==> src/rtl/write_data_fifo_pkg.sv <==
// -----------------------------------------------------------------------------
// write_data_fifo_pkg
// Shared constants and types for the write-data FIFO slice.
//   WDF_WIDTH   : default data word width
//   WDF_DEPTH   : default entry count (power of two, >= 2)
//   wdf_count_t : occupancy counter type able to hold 0..WDF_DEPTH
// -----------------------------------------------------------------------------
package write_data_fifo_pkg;

    localparam int WDF_WIDTH = 8;
    localparam int WDF_DEPTH = 4;

    localparam int WDF_CNT_W = $clog2(WDF_DEPTH + 1);
    localparam int WDF_PTR_W = $clog2(WDF_DEPTH);

    typedef logic [WDF_CNT_W-1:0] wdf_count_t;
    typedef logic [WDF_PTR_W-1:0] wdf_ptr_t;

endpackage : write_data_fifo_pkg

==> src/rtl/write_data_fifo_if.sv <==
// -----------------------------------------------------------------------------
// write_data_fifo_if
// Handshake bundle between a producer/consumer (master) and the FIFO (slave).
//   write_valid/write_data/write_ready : upstream write channel
//   read_valid/read_data/read_ready    : downstream read channel
//   count                              : current occupancy
// -----------------------------------------------------------------------------
interface write_data_fifo_if
    import write_data_fifo_pkg::*;
#(
    parameter int WIDTH = WDF_WIDTH,
    parameter int DEPTH = WDF_DEPTH
);

    logic                         write_valid;
    logic [WIDTH-1:0]             write_data;
    logic                         write_ready;
    logic                         read_valid;
    logic [WIDTH-1:0]             read_data;
    logic                         read_ready;
    logic [$clog2(DEPTH+1)-1:0]   count;

    // Producer / consumer side
    modport master (
        output write_valid,
        output write_data,
        input  write_ready,
        input  read_valid,
        input  read_data,
        output read_ready,
        input  count
    );

    // FIFO side
    modport slave (
        input  write_valid,
        input  write_data,
        output write_ready,
        output read_valid,
        output read_data,
        input  read_ready,
        output count
    );

endinterface : write_data_fifo_if

==> src/rtl/write_data_fifo_ptr.sv <==
// -----------------------------------------------------------------------------
// write_data_fifo_ptr
// Wrap-around index counter: advances by one when inc is high and wraps from
// DEPTH-1 back to 0.
//   clk, rst_n : clock, asynchronous active-low reset (pointer -> 0)
//   inc        : advance enable
//   ptr        : current index, $clog2(DEPTH) bits
// -----------------------------------------------------------------------------
module write_data_fifo_ptr
    import write_data_fifo_pkg::*;
#(
    parameter int DEPTH = WDF_DEPTH
) (
    input  logic                     clk,
    input  logic                     rst_n,
    input  logic                     inc,
    output logic [$clog2(DEPTH)-1:0] ptr
);

    localparam int PW = $clog2(DEPTH);

    logic [PW-1:0] ptr_r;

    // Pointer register with explicit wrap at the last entry
    always_ff @(posedge clk or negedge rst_n) begin
        if (!rst_n) begin
            ptr_r <= {PW{1'b0}};
        end else if (inc) begin
            if (ptr_r == PW'(DEPTH - 1)) begin
                ptr_r <= {PW{1'b0}};
            end else begin
                ptr_r <= ptr_r + PW'(1);
            end
        end
    end

    assign ptr = ptr_r;

endmodule : write_data_fifo_ptr

==> src/rtl/write_data_fifo.sv <==
// -----------------------------------------------------------------------------
// write_data_fifo
// Synchronous FIFO with valid/ready handshakes on both sides. A written word is
// visible on read_data one cycle later (no fall-through). write_ready depends
// only on registered occupancy, so a full FIFO refuses a write even on a cycle
// where a read drains an entry.
//   clk   : clock
//   rst_n : asynchronous active-low reset; discards all stored words
//   bus   : write_data_fifo_if.slave (write/read channels and count)
// Optional build macro: WRITE_DATA_FIFO_ASSERT_EN compiles in protocol and
// occupancy assertions.
// -----------------------------------------------------------------------------
module write_data_fifo
    import write_data_fifo_pkg::*;
#(
    parameter int WIDTH = WDF_WIDTH,
    parameter int DEPTH = WDF_DEPTH
) (
    input  logic               clk,
    input  logic               rst_n,
    write_data_fifo_if.slave   bus
);

    localparam int CW = $clog2(DEPTH + 1);
    localparam int PW = $clog2(DEPTH);

    logic [WIDTH-1:0] mem_r [DEPTH];
    logic [CW-1:0]    count_r;
    logic [CW-1:0]    count_next_s;
    logic             read_valid_r;
    logic             write_ready_r;
    logic             wr_en_s;
    logic             rd_en_s;
    logic [PW-1:0]    wr_ptr_s;
    logic [PW-1:0]    rd_ptr_s;
    logic [WIDTH-1:0] read_data_s;

    // Handshake qualification from registered flags only
    always_comb begin
        wr_en_s = bus.write_valid && write_ready_r;
        rd_en_s = read_valid_r && bus.read_ready;
    end

    write_data_fifo_ptr #(.DEPTH(DEPTH)) u_wr_ptr (
        .clk   (clk),
        .rst_n (rst_n),
        .inc   (wr_en_s),
        .ptr   (wr_ptr_s)
    );

    write_data_fifo_ptr #(.DEPTH(DEPTH)) u_rd_ptr (
        .clk   (clk),
        .rst_n (rst_n),
        .inc   (rd_en_s),
        .ptr   (rd_ptr_s)
    );

    // Next occupancy: simultaneous write and read leaves it unchanged
    always_comb begin
        count_next_s = count_r;
        case ({wr_en_s, rd_en_s})
            2'b10:   count_next_s = count_r + CW'(1);
            2'b01:   count_next_s = count_r - CW'(1);
            default: count_next_s = count_r;
        endcase
    end

    // Occupancy and status flags, registered from the next count
    always_ff @(posedge clk or negedge rst_n) begin
        if (!rst_n) begin
            count_r       <= {CW{1'b0}};
            read_valid_r  <= 1'b0;
            write_ready_r <= 1'b1;
        end else begin
            count_r       <= count_next_s;
            read_valid_r  <= (count_next_s != {CW{1'b0}});
            write_ready_r <= (count_next_s < CW'(DEPTH));
        end
    end

    // Storage array; contents deliberately survive reset
    always_ff @(posedge clk) begin
        if (wr_en_s) begin
            mem_r[wr_ptr_s] <= bus.write_data;
        end
    end

    // Output word is forced to zero whenever nothing is stored
    always_comb begin
        if (read_valid_r) begin
            read_data_s = mem_r[rd_ptr_s];
        end else begin
            read_data_s = {WIDTH{1'b0}};
        end
    end

    assign bus.write_ready = write_ready_r;
    assign bus.read_valid  = read_valid_r;
    assign bus.read_data   = read_data_s;
    assign bus.count       = count_r;

`ifdef WRITE_DATA_FIFO_ASSERT_EN
    a_write_data_known: assert property (@(posedge clk) disable iff (!rst_n)
        bus.write_valid |-> !$isunknown(bus.write_data))
        else $error("*** ERROR. write_data was unknown. ***");

    a_write_data_held: assert property (@(posedge clk) disable iff (!rst_n)
        (bus.write_valid && !bus.write_ready) |=> $stable(bus.write_data))
        else $error("write_data changed while a write was stalled");

    a_count_bound: assert property (@(posedge clk) disable iff (!rst_n)
        count_r <= CW'(DEPTH))
        else $error("count exceeded DEPTH");

    a_read_valid_count: assert property (@(posedge clk) disable iff (!rst_n)
        read_valid_r == (count_r != {CW{1'b0}}))
        else $error("read_valid disagrees with count");
`else
`endif

endmodule : write_data_fifo

==> src/flat_wrapper.sv <==
// flat-port wrapper written by rule: the top's interface ports become plain ports
module write_data_fifo_flat import write_data_fifo_pkg::*;
#(
    parameter int WIDTH = WDF_WIDTH,
    parameter int DEPTH = WDF_DEPTH
)
  (clk, rst_n, bus_write_valid, bus_write_data, bus_write_ready, bus_read_valid, bus_read_data, bus_read_ready, bus_count);
  write_data_fifo_if #(.WIDTH(WIDTH), .DEPTH(DEPTH)) bus_i ();
  input  logic clk;
  input  logic rst_n;
  input wire logic [$bits(bus_i.write_valid)-1:0] bus_write_valid;
  input wire logic [$bits(bus_i.write_data)-1:0] bus_write_data;
  output wire logic [$bits(bus_i.write_ready)-1:0] bus_write_ready;
  output wire logic [$bits(bus_i.read_valid)-1:0] bus_read_valid;
  output wire logic [$bits(bus_i.read_data)-1:0] bus_read_data;
  input wire logic [$bits(bus_i.read_ready)-1:0] bus_read_ready;
  output wire logic [$bits(bus_i.count)-1:0] bus_count;
  assign bus_i.write_valid = bus_write_valid;
  assign bus_i.write_data = bus_write_data;
  assign bus_write_ready = bus_i.write_ready;
  assign bus_read_valid = bus_i.read_valid;
  assign bus_read_data = bus_i.read_data;
  assign bus_i.read_ready = bus_read_ready;
  assign bus_count = bus_i.count;
  write_data_fifo #(.WIDTH(WIDTH), .DEPTH(DEPTH)) u_core (.clk(clk), .rst_n(rst_n), .bus(bus_i));
endmodule
==> config.mk <==
export PLATFORM = sky130hd
export DESIGN_NAME = write_data_fifo_flat
export DESIGN_NICKNAME = d
export VERILOG_FILES = /design/src/rtl/write_data_fifo_pkg.sv /design/src/rtl/write_data_fifo_if.sv /design/src/rtl/write_data_fifo_ptr.sv /design/src/rtl/write_data_fifo.sv /design/src/flat_wrapper.sv
export SDC_FILE = /design/constraint.sdc
export NUM_CORES = 1
export LEC_CHECK = 0
export BUFFER_PORTS_ARGS = -buffer_cell sky130_fd_sc_hd__buf_2
export CAP_MARGIN = 20
export CORE_ASPECT_RATIO = 1.4
export CORE_MARGIN = 3
export CORE_UTILIZATION = 25
export DETAILED_ROUTE_END_ITERATION = 6
export SLEW_MARGIN = 20
export SYNTH_ARGS = -nofsm -noshare
export SYNTH_HDL_FRONTEND = slang
export SYNTH_SLANG_ARGS = --single-unit
==> constraint.sdc <==
create_clock -name clk -period 2.1 [get_ports clk]
set_input_delay 0.21 -clock clk [delete_from_list [all_inputs] [get_ports clk]]
set_output_delay 0.21 -clock clk [all_outputs]
set_load 0.1 [all_outputs]
==> Yosys cells after proc, flatten, opt, wreduce, memory -nomap -nowiden <==
Memory sizes are Yosys's and may differ from the RTL's.
Index checks and enable logic that the tools add are counted.
{ "totals": {"ff_bits": 9, "ram_bits": 32, "input_bits": 12, "output_inout_bits": 13, "mem_count": 1} }
{ "memory_table": {"columns": ["memory", "words", "width", "rd", "rd_clocked_by_memory_dff", "write_ports", "line_no", "rtl"], "rows": [
  ["u_core.mem_r", 4, 8, 1, 0, 1, "write_data_fifo.sv:27", "logic [WIDTH-1:0] mem_r [DEPTH];"]
]} }
{ "classes": {"add_sub_neg": 4, "order_cmp": 1, "n_eq_ne": 4, "mux": 6, "n_reduce_logical": 3} }
{ "op_table": {"columns": ["cell", "n"], "rows": [
  ["8-bit two-way mux", 1],
  ["2-bit == test, second input constant", 3],
  ["3-bit case mux with 2 select lines", 1],
  ["2-bit by 1-bit adder with 2-bit output, second input constant", 2],
  ["2-bit two-way mux", 2],
  ["3-bit by 1-bit adder with 3-bit output, second input constant", 1],
  ["3-bit less-than comparator, second input constant", 1],
  ["3-bit nonzero test", 1],
  ["3-bit by 1-bit subtractor with 3-bit output, second input constant", 1],
  ["2-bit by 1-bit == test with 1-bit output, second input constant", 1],
  ["1-bit logical AND", 2],
  ["1-bit two-way mux", 2]
]} }

==> Longest topological paths before layout <==
Gate-level depths: netlist of run 1.
{ "depth": {"depth_word": 4, "mapped_depth": 8} }

==> By module <==
A second synthesis of run 1 with hierarchy kept.
{ "unflattened": {"cells_unflattened": 88, "hier_area_um2": 1662.8} }
{ "modules_own_cells": {"columns": ["mod", "instances", "cells_per_inst", "area_each_um2", "seq_area_each_um2"], "rows": [
  ["write_data_fifo", 1, 76, 1475.2, 1087.3],
  ["write_data_fifo_ptr", 2, 6, 93.8, 50.0]
]} }

==> Least setup slack after synthesis of run 1 <==
No wires, ideal clock.
{ "synth_path": {"path_kind": "reg-to-reg", "startpoint": "register u_core.read_valid_r, in the netlist u_core.bus.read_valid", "endpoint": "register u_core.read_valid_r, in the netlist u_core.bus.read_valid", "setup_ns": 0.129, "arrival_time_ns": 2.580, "setup_slack_ns": -0.609, "stages_incl_launch_ff": 9, "path_buffers": 0, "period_less_slack_ns": 2.709, "path_cell_list": "dfrtp_1 nand2_1 inv_1 ha_1 inv_1 fa_1 xnor2_1 a21boi_0 a2111o_1"} }
{ "synth_via": {"elab_chain_len": 4} }
{ "synth_rtl": {"columns": ["element", "line_no", "rtl"], "rows": [
  ["start: declaration", "write_data_fifo.sv:30", "logic read_valid_r;"],
  ["start signal: assignment", "write_data_fifo.sv:76", "read_valid_r <= (count_next_s != {CW{1'b0}});"],
  ["1-bit logical AND (*)", "write_data_fifo.sv:41", "rd_en_s = read_valid_r && bus.read_ready;"],
  ["named net u_core.rd_en_s", "write_data_fifo.sv:33", "logic rd_en_s;"],
  ["2-bit by 1-bit == test with 1-bit output or 2-bit == test (tied branches)", "write_data_fifo.sv:61", "case ({wr_en_s, rd_en_s})"],
  ["3-bit case mux with 2 select lines (*)", "write_data_fifo.sv:61", null],
  ["3-bit nonzero test (*)", "write_data_fifo.sv:76", null]
]} }
Mark *: on every way through the listed nets, which the timed path passes. The rest lies on a longest branch.
A chain may end at the register's enable or synchronous reset.

==> Worst setup path in the final report of run 1 <==
{ "layout_path": {"startpoint": "register u_core.write_ready_r, in the netlist u_core.bus.write_ready", "endpoint": "register u_core.read_valid_r, in the netlist u_core.bus.read_valid"} }
{ "layout_via": {"elab_chain_len": 4} }
{ "layout_rtl": {"columns": ["element", "line_no", "rtl"], "rows": [
  ["start: declaration", "write_data_fifo.sv:31", "logic write_ready_r;"],
  ["start signal: assignment", "write_data_fifo.sv:77", "write_ready_r <= (count_next_s < CW'(DEPTH));"],
  ["1-bit logical AND (*)", "write_data_fifo.sv:40", "wr_en_s = bus.write_valid && write_ready_r;"],
  ["2-bit by 1-bit == test with 1-bit output or 2-bit == test (tied branches)", "write_data_fifo.sv:61", null],
  ["3-bit case mux with 2 select lines (*)", "write_data_fifo.sv:61", null],
  ["3-bit nonzero test (*)", "write_data_fifo.sv:76", null]
]} }
Every way passes the cells marked *; elsewhere a longest branch is shown, timed or not.

==> summary.txt, run 1 <==
Layout
  • Area Growth Syn to Fin: 21.3%
  • Fillcell total: 629
  • # nets final: 145
  • # diodes: 0
  • Layout cells sized above 1: 41.7%

Synthesis
  • Avg Cell Area, Syn: 18.3 um2
  • Synth area leader: edfxtp_1
  • Syn Nets: 112
  • Sequential area share after synthesis: 69.9%
  • Yosys warning count: 0
  • Top cells by area, synth: edfxtp_1 57%, dfrtp_1 12%, mux4_2 11%
  • Top cell type's share of synthesized area: 56.6%
  • Synth Register Bits: 41
  • Mux contribution to synthesized area: 12.5%
  • Post-Syn Instances: 93
  • Post-Synth Simple-Gate Area: 5.67%
  • Complex-gate fraction of the synthesized area: 2.80%
  • Largest family of logic cells by synthesized area: multiplexers
  • Cell Area, Synth: 1700 um2
  • Xor/xnor cell area share of the yosys netlist: 1.03%
  • Yosys cell types: 22
  • Adder-cell share of the synthesized area: 5.60%

Timing
  • Final worst setup slack: 106 ps
  • Max_slew headroom: 67.7%
  • Layout Skew: 5.15 ps
  • Endpoints failing hold: 0
  • Worst slew pin tran: 488 ps
  • Fin crit period: 1990 ps
  • Period utilization: 95.0%
  • Fmax: 501 MHz
  • Final Setup Violations: 0
  • Setup TNS: 0 ps
  • Fin. max-slew vios: 0
  • RSZ-0062 raised after global routing: no

Setup path
  • R2R Path End: u_core.bus.read_valid
  • R2R setup slack: 110 ps
  • Reg2reg path depth: 7
  • Crit path max fanout: 6
  • Critical Path RT: 2270 ps
  • WP data arrival: 2170 ps
  • Setup crit end kind: flop
  • Reg-to-Reg Start: u_core.bus.write_ready
  • Setup CP Type: flop to flop
  • Worst Setup Start Kind: flop

Floorplanning
  • Die width: 75.7 um
  • Core area: 6380 um2
  • I/O pin total: 25
  • DIE AREA: 7840 um2
  • Initial Utilization: 26.6%
  • Die Height: 104 um
  • Row cnt: 34

Detailed routing
  • Via-to-Cell Ratio: 4.40
  • Via count: 875
  • DR iter-0 viols: 11
  • Antenna Nets Post-Route: 0
  • Avg WL per Cell: 15.2 um
  • Detailed Routing Iterations Pass 1: 4
  • Post-route DRC: 0
  • Routed WL: 3.03 mm

Placement
  • DP Worst Slack: 31.6 ps
  • Final HPWL DP: 2.18 mm
  • Final GP Congestion: 0.662
  • # port buffers: 24

Clock network
  • Worst-Skew Late Latency: 290 ps
  • CTS tree: built
  • Post-CTS Setup Bufs: 0
  • Sink Count: 41
  • Clock Root Buffer: clkbuf_8
  • Total CTS buffers: 5
  • Clock Path Buffers: 2
  • H-tree Lvls: 2
  • CTS clk-pin slew, worst paths: 80 ps

Global routing
  • Initial antenna violation count: 0
  • Vias in the first global route: 1,017
  • Total global-route track usage: 8.48%
  • Grt total ovfl: 0
  • Pin count of the biggest net entering global routing: 13
  • First-pass GRT wire length: 4.87 mm

Run status
  • Status: finished clean

Worst hold path
  • Hold Path Class: input pin to flop
  • Worst hold path startpoint: bus_write_data[2]
  • Hold depth: 1
  • WHS Endpoint: u_core.mem_r[2][2]

Job
  • Number of max-cap violations: 0
## sequential cells by signal, indices dropped and copies added (netlist names)
signal	count
u_core.mem_r	32
u_core.bus.count	3
u_core.u_rd_ptr.ptr	2
u_core.u_wr_ptr.ptr	2
u_core.bus.read_valid	1
u_core.bus.write_ready	1
## cells in the final DEF, fill, tap and decap left out, drive strengths merged, types with 2 or more instances in the layout
master  synthesis  final
edfxtp         32     32
buf             1     27
mux4            8      8
and2            8      8
dfrtp           8      8
inv             7      7
ha              6      6
clkbuf          1      5
and3            4      4
a21o            3      3
clkinv          0      3
nor3            2      2
mux2            2      2
xnor2           2      2
nand2           2      2
## layer usage
layer  vias to the layer above  part of all wire [%]  track usage (%)
met3                         5                   5.7             2.71
met1                       434                    38             9.68
li1                        412                     -                -
met2                        24                    54             13.8
met5                         -                     0                0
met4                         0                   1.8             4.13
## cell type report
class                   instances  area (um2)  area share, %
flip-flops and latches         41        1200           58.1
multi-input cells              43         513           24.9
repair buffers                 28         153           7.41
well taps                      72        90.1           4.37
clock buffers                   5        68.8           3.34
inverters                       7        26.3           1.28
clock inverters                 3        12.5          0.607
## metrics by stage
step	utilization (%)	std cells	hold slack, ps	area [um2]
4_1_cts	31.9	199	130	2040
3_3_place_gp	30.5	190	64.2	1950
3_5_place_dp	30.5	190	73.2	1950
2_1_floorplan	-	93	-85.6	1730
6_report	32.3	199	139	2060
5_1_grt	32.3	199	123	2060
## worst max-delay path, cell delays in order, from the launching register on
cell	delay, ps
dfstp_4	490
nand2_2	120
ha_4	180
inv_1	60
fa_2	380
xnor2_4	220
a21boi_1	140
a2111o_1	290
## repair_timing
item,CTS,global route
setup endpoints to repair,0,1
endpoints found under the hold margin,9,0
resized for setup,0,3
hold buffers,1,0
## how the worst max path moves through the flow
stage                           startpoint                    end  cells past startpoint
floorplan           u_core.bus.write_ready  u_core.bus.read_valid                      7
global placement    u_core.bus.write_ready  u_core.bus.read_valid                      7
finish              u_core.bus.write_ready  u_core.bus.read_valid                      7
CTS                 u_core.bus.write_ready  u_core.bus.read_valid                      7
global route        u_core.u_rd_ptr.ptr[0]       bus_read_data[0]                      4
detailed placement  u_core.bus.write_ready  u_core.bus.read_valid                      7
## cell families (layout without fill, tap and decap cells)
logic type	after synthesis	after routing
AO/OA/AOI/OAI	6	6
XOR/XNOR	2	2
adder cells (fa/ha/maj)	7	7
buffers and inverters	9	43
flip-flops	41	41
multiplexers	11	11
AND/OR/NAND/NOR	17	17
## cell usage after synthesis
cell	n
edfxtp_1	32
and2_1	8
dfrtp_1	8
mux4_2	8
inv_1	7
ha_1	6
and3_1	4
a21o_1	2
mux2_2	2
nand2_1	2
nor3_1	2
xnor2_1	2
a2111o_1	1
a21boi_0	1
a21o_2	1
a21oi_1	1
buf_6	1
clkbuf_2	1
dfstp_2	1
fa_1	1
mux2i_1	1
nor2_1	1
Power of run 1 is not shown: default switching activity piles up to over one toggle a cycle in this logic, so the estimate is an artifact.
==> run 2, diff against run 1 <==
clock period = 1.6 ns   (was 2.1 ns; I/O delays follow)
==> run 2 against run 1 <==
The run now ends with negative setup slack left. Clock-buffer cell count grew 1. Wire length is 2.6% higher. Die area is the same. Highest routed layer unchanged.
==> summary.txt, run 2 (synthesis results as in run 1) <==
Job
  • Number of max-cap violations: 0 (unchanged)

Placement
  • Placed cell areas: 2090 um2 (+7.3%)
  • Placed Instances: 201 (+5.8%)
  • # port buffers: 24 (unchanged)
  • DP Worst Slack: -211 ps (-243 ps)
  • Final GP Congestion: 0.685 (+3.6%)
  • Final HPWL DP: 2.21 mm (+1.3%)

Global routing
  • Met1 usage: 9.67% (-0.012 points)
  • Total global-route track usage: 8.55% (+0.074 points)
  • Vias in the first global route: 983 (-3.3%)
  • Global Route met2 Usage: 14.6% (+0.80 points)
  • Met3 usage: 2.71% (unchanged)
  • First-pass GRT wire length: 4.89 mm (+0.43%)
  • Initial antenna violation count: 0 (unchanged)
  • Grt total ovfl: 0 (unchanged)
  • Busiest grt layer: met2
  • Pin count of the biggest net entering global routing: 14 (+1)

Clock network
  • Total CTS buffers: 5 (unchanged)
  • Sink Count: 41 (unchanged)
  • H-tree Lvls: 2 (unchanged)
  • Clock Path Buffers: 2 (unchanged)
  • Clock Root Buffer: clkbuf_8
  • Worst-Skew Late Latency: 280 ps (about the same)
  • CTS tree: built
  • CTS clk-pin slew, worst paths: 80 ps (about the same)

Detailed routing
  • Via count: 923 (+5.5%)
  • Routed WL: 3.10 mm (+2.6%)
  • Via-to-Cell Ratio: 4.35 (-0.98%)
  • Detailed Routing Iterations Pass 1: 2 (-2)
  • Antenna Nets Post-Route: 0 (unchanged)
  • DR iter-0 viols: 29 (+18)
  • Post-route DRC: 0 (unchanged)
  • Avg WL per Cell: 14.6 um (-3.7%)

Floorplanning
  • Core area: 6380 um2 (unchanged)
  • I/O pin total: 25 (unchanged)
  • Die Height: 104 um (unchanged)
  • DIE AREA: 7840 um2 (unchanged)
  • Row cnt: 34 (unchanged)
  • Initial Utilization: 26.6% (unchanged)
  • Die width: 75.7 um (unchanged)

Layout
  • Largest register FFs: 32 (unchanged)
  • Commonest non-fill, non-tap cells in the layout: 32 x edfxtp_1, 15 x buf_2, 13 x buf_4
  • Fin cells: 212 (+6.5%)
  • Leading cell type in the layout, fill and taps excluded: edfxtp_1
  • Most flop-heavy register: u_core.mem_r
  • # diodes: 0 (unchanged)
  • Fin area: 2380 um2 (+15%)
  • Layout cells sized above 1: 57.9% (+16 points)
  • Area Growth Syn to Fin: 40.1%
  • # nets final: 158 (+9.0%)

Timing
  • Fmax: 563 MHz
  • Worst slew pin tran: 489 ps (+0.924 ps)
  • Max_slew headroom: 67.6% (about the same)
  • Endpoints failing hold: 0 (unchanged)
  • Fin crit period: 1780 ps
  • Period utilization: 111%
  • Final Setup Violations: 12 (+12)
  • RSZ-0062 raised after global routing: yes
  • Layout Skew: 6.45 ps (+1.31 ps)
  • Fin. max-slew vios: 0 (unchanged)
  • Final worst setup slack: -176 ps (-281 ps)

Setup path
  • Setup crit end kind: output port
  • Setup CP Type: flop to output port
  • Critical Path RT: 1440 ps (-830 ps)
  • Crit path max fanout: 5 (-1)
  • Worst Setup Start Kind: flop
  • WP data arrival: 1620 ps (-550 ps)

Worst hold path
  • Hold Path Class: input pin to flop

Run status
  • Violated checks: negative setup slack
  • Status: finished, violations left
==> run 2: cell types whose count changed in the layout (fill, tap and decap cells not counted), sizes merged <==
| cell | change |
|---|---|
| bufinv | +1 |
| clkinv | -2 |
| buf | +13 |
| clkbuf | +1 |
==> run 2: final cells by class <==
class	instances	area (um2)
Clock buffer	6	72.6
Clock inverter	2	35.0
Fill cell	613	4000
Inverter	7	28.8
Multi-Input combinational cell	43	549
Sequential cell	41	1200
Tap cell	72	90.1
Timing Repair Buffer	41	405
==> run 2: worst paths after layout <==
| check | slack [ps] | to | startpoint | cells after the start |
|---|---|---|---|---|
| setup / recovery | -180 | bus_read_data[5] | u_core.u_rd_ptr.ptr[0] | 4 |
| hold / removal | 90 | u_core.mem_r[3][6] | bus_write_data[6] | 1 |
| setup reg to reg | -170 | u_core.bus.count[2] | u_core.bus.write_ready | 8 |
| hold reg to reg | 530 | u_core.bus.count[0] | u_core.bus.count[0] | 1 |
| max in group asynchronous | 1100 | u_core.bus.write_ready | rst_n | 2 |
| min in group asynchronous | 260 | u_core.u_wr_ptr.ptr[0] | rst_n | 2 |
==> run 2: worst max-delay path: stages, from the launching register on <==
cell and delay (ps):
dfrtp_1 380, buf_6 140, mux4_2 500, and2_4 160
buf_12 160
==> run 2: what timing repair did <==
action / 4_1_cts / 5_1_grt
buffers inserted: 1 / 1
pin swaps: 10 / 0
gates resized for setup: 45 / 2
hold endpoints to repair: 9 / 0
setup endpoints to repair: 12 / 12
hold buffers: 1 / 0
==> run 2: per-layer routing <==
| layer | share of wire [%] | wire [um] |
|---|---|---|
| met1 | 38 | 1170 |
| met2 | 56 | 1720 |
| met3 | 5.1 | 157 |
| met4 | 1.5 | 48 |
| met5 | 0 | 0 |
==> run 2: per-stage QoR <==
step	TNS [ps]	hold WS, ps	utilization [%]
finish	-1760	88.3	37.3
global placement	-624	17.9	32.7
CTS	-2000	78.6	37.1
global route	-2460	77.8	37.3
detailed placement	-960	29.9	32.7
floorplan	-1150	-136	-
Power of run 2 is left out for the same reason.
==> run 3, diff against run 2 <==
SKIP_CTS_REPAIR_TIMING = 1   (was default)
==> run 3 against run 2 <==
The run still ends with negative setup slack left. Sequential cell count did not move. Non-clock buffer count unchanged. Sequential share of layout area stayed put. Core utilization stayed put. Register-to-register slack is essentially flat. Critical path depth stayed put. Setup slack worse by 9.4 ps. Largest cell class unchanged.
==> summary.txt, run 3 (synthesis results as in run 1) <==
Run status
  • Status: finished, violations left
  • Violated checks: negative setup slack

Setup path
  • Critical Path RT: 1440 ps (about the same)
  • Worst Setup Start Kind: flop
  • CP max stage cell: mux4_2
  • Reg2reg path depth: 6 (-2)
  • Crit-path cells: buf_6, mux4_2, and2_4, buf_12
  • CP max stage delay: 490 ps (about the same)
  • Crit path max fanout: 5 (unchanged)
  • Setup CP Type: flop to output port
  • Setup crit end kind: output port
  • WP data arrival: 1620 ps (about the same)

Layout
  • Most flop-heavy register: u_core.mem_r
  • Multi-input combinational cell area: 549 um2 (unchanged)
  • # nets final: 158 (unchanged)
  • Layout cells sized above 1: 57.9% (unchanged)
  • FF/Latch Area: 1200 um2 (unchanged)
  • # diodes: 0 (unchanged)
  • Fillcell total: 614 (+0.16%)
  • Area Growth Syn to Fin: 40.1% (unchanged)
  • Largest register FFs: 32 (unchanged)
  • Leading cell type in the layout, fill and taps excluded: edfxtp_1
  • Commonest non-fill, non-tap cells in the layout: 32 x edfxtp_1, 15 x buf_2, 13 x buf_4

Floorplanning
  • I/O pin total: 25 (unchanged)
  • Die Height: 104 um (unchanged)
  • Row cnt: 34 (unchanged)
  • Core area: 6380 um2 (unchanged)
  • Die width: 75.7 um (unchanged)
  • Initial Utilization: 26.6% (unchanged)
  • DIE AREA: 7840 um2 (unchanged)

Clock network
  • CTS clk-pin slew, worst paths: 80 ps (about the same)
  • Worst-Skew Late Latency: 280 ps (about the same)
  • CTS tree: built
  • H-tree Lvls: 2 (unchanged)
  • Clock Root Buffer: clkbuf_8
  • Sink Count: 41 (unchanged)
  • Clock Path Buffers: 2 (unchanged)
  • Total CTS buffers: 5 (unchanged)

Timing
  • Fmax: 560 MHz (-0.53%)
  • Final worst setup slack: -185 ps (-9.39 ps)
  • Period utilization: 112% (+0.59 points)
  • RSZ-0062 raised after global routing: yes
  • Worst slew pin tran: 490 ps (+0.700 ps)
  • Final Setup Violations: 12 (unchanged)
  • Fin. max-slew vios: 0 (unchanged)
  • Max_slew headroom: 67.6% (about the same)
  • Setup TNS: -1780 ps (-15.4 ps)
  • Fin crit period: 1780 ps (+9.39 ps)
  • Layout Skew: 7.09 ps (+0.639 ps)
  • Endpoints failing hold: 0 (unchanged)

Global routing
  • Initial antenna violation count: 0 (unchanged)
  • First-pass GRT wire length: 4.82 mm (-1.4%)
  • Grt total ovfl: 0 (unchanged)
  • Vias in the first global route: 1,005 (+2.2%)
  • Total global-route track usage: 8.41% (-0.14 points)
  • Pin count of the biggest net entering global routing: 14 (unchanged)

Placement
  • Final GP Congestion: 0.685 (unchanged)
  • # port buffers: 24 (unchanged)
  • Final HPWL DP: 2.21 mm (unchanged)

Detailed routing
  • Antenna Nets Post-Route: 0 (unchanged)
  • Detailed Routing Iterations Pass 1: 2 (unchanged)
  • Via-to-Cell Ratio: 4.38 (+0.54%)
  • Routed WL: 3.13 mm (+0.71%)
  • DR iter-0 viols: 27 (-6.9%)
  • M1 WL: 1.17 mm (-0.60%)
  • Via count: 928 (+0.54%)
  • Avg WL per Cell: 14.7 um (+0.71%)
  • DR WL met3: 157 um (unchanged)
  • Post-route DRC: 0 (unchanged)
  • WL met2: 1.75 mm (+1.7%)
  • Top sig layer: met4

Worst hold path
  • Hold depth: 1 (unchanged)
  • Hold Path Class: input pin to flop

Job
  • Number of max-cap violations: 0 (unchanged)
-- run 3: stage by stage --
| stage | hold slack, ps | worst slack [ps] | area [um2] | std cells | util (%) |
|---|---|---|---|---|---|
| finish | 87.3 | -185 | 2380 | 212 | 37.3 |
| global route | 77.8 | -242 | 2380 | 212 | 37.3 |
| CTS | -280 | -369 | 2190 | 209 | 34.4 |
| detailed placement | 29.9 | -211 | 2090 | 201 | 32.7 |
| global placement | 17.9 | -136 | 2090 | 201 | 32.7 |
| floorplan | -136 | -437 | 1760 | 93 | - |
-- run 3: final timing paths --
path / start / endpoint / slack (ps)
hold / removal: bus_write_data[6] / u_core.mem_r[3][6] / 90
hold reg to reg: u_core.bus.count[0] / u_core.bus.count[0] / 530
min in group asynchronous: rst_n / u_core.u_wr_ptr.ptr[0] / 260
setup reg to reg: u_core.bus.write_ready / u_core.bus.read_valid / -160
max in group asynchronous: rst_n / u_core.bus.write_ready / 1100
setup / recovery: u_core.u_rd_ptr.ptr[0] / bus_read_data[3] / -180
-- run 3: layout make-up --
cell class / count / area share [%]
Clock buffer: 6 / 3.05
Clock inverter: 2 / 1.47
Inverter: 7 / 1.21
Multi-Input combinational cell: 43 / 23.1
Sequential cell: 41 / 50.4
Tap cell: 72 / 3.79
Timing Repair Buffer: 41 / 17.0
-- run 3: layer usage --
metal | GRT usage [%] | up-vias
met5 | 0 | -
met2 | 14.9 | 20
met3 | 2.71 | 4
met4 | 3.00 | 0
met1 | 8.95 | 464
li1 | - | 440
-- run 3: worst max-delay path, delay by kind of cell (launching register included) --
family        cells  cell delay, ps
mux               1             490
flops             1             380
buf+inv           2             300
simple gates      1             180
Power of run 3 is left out for the same reason.
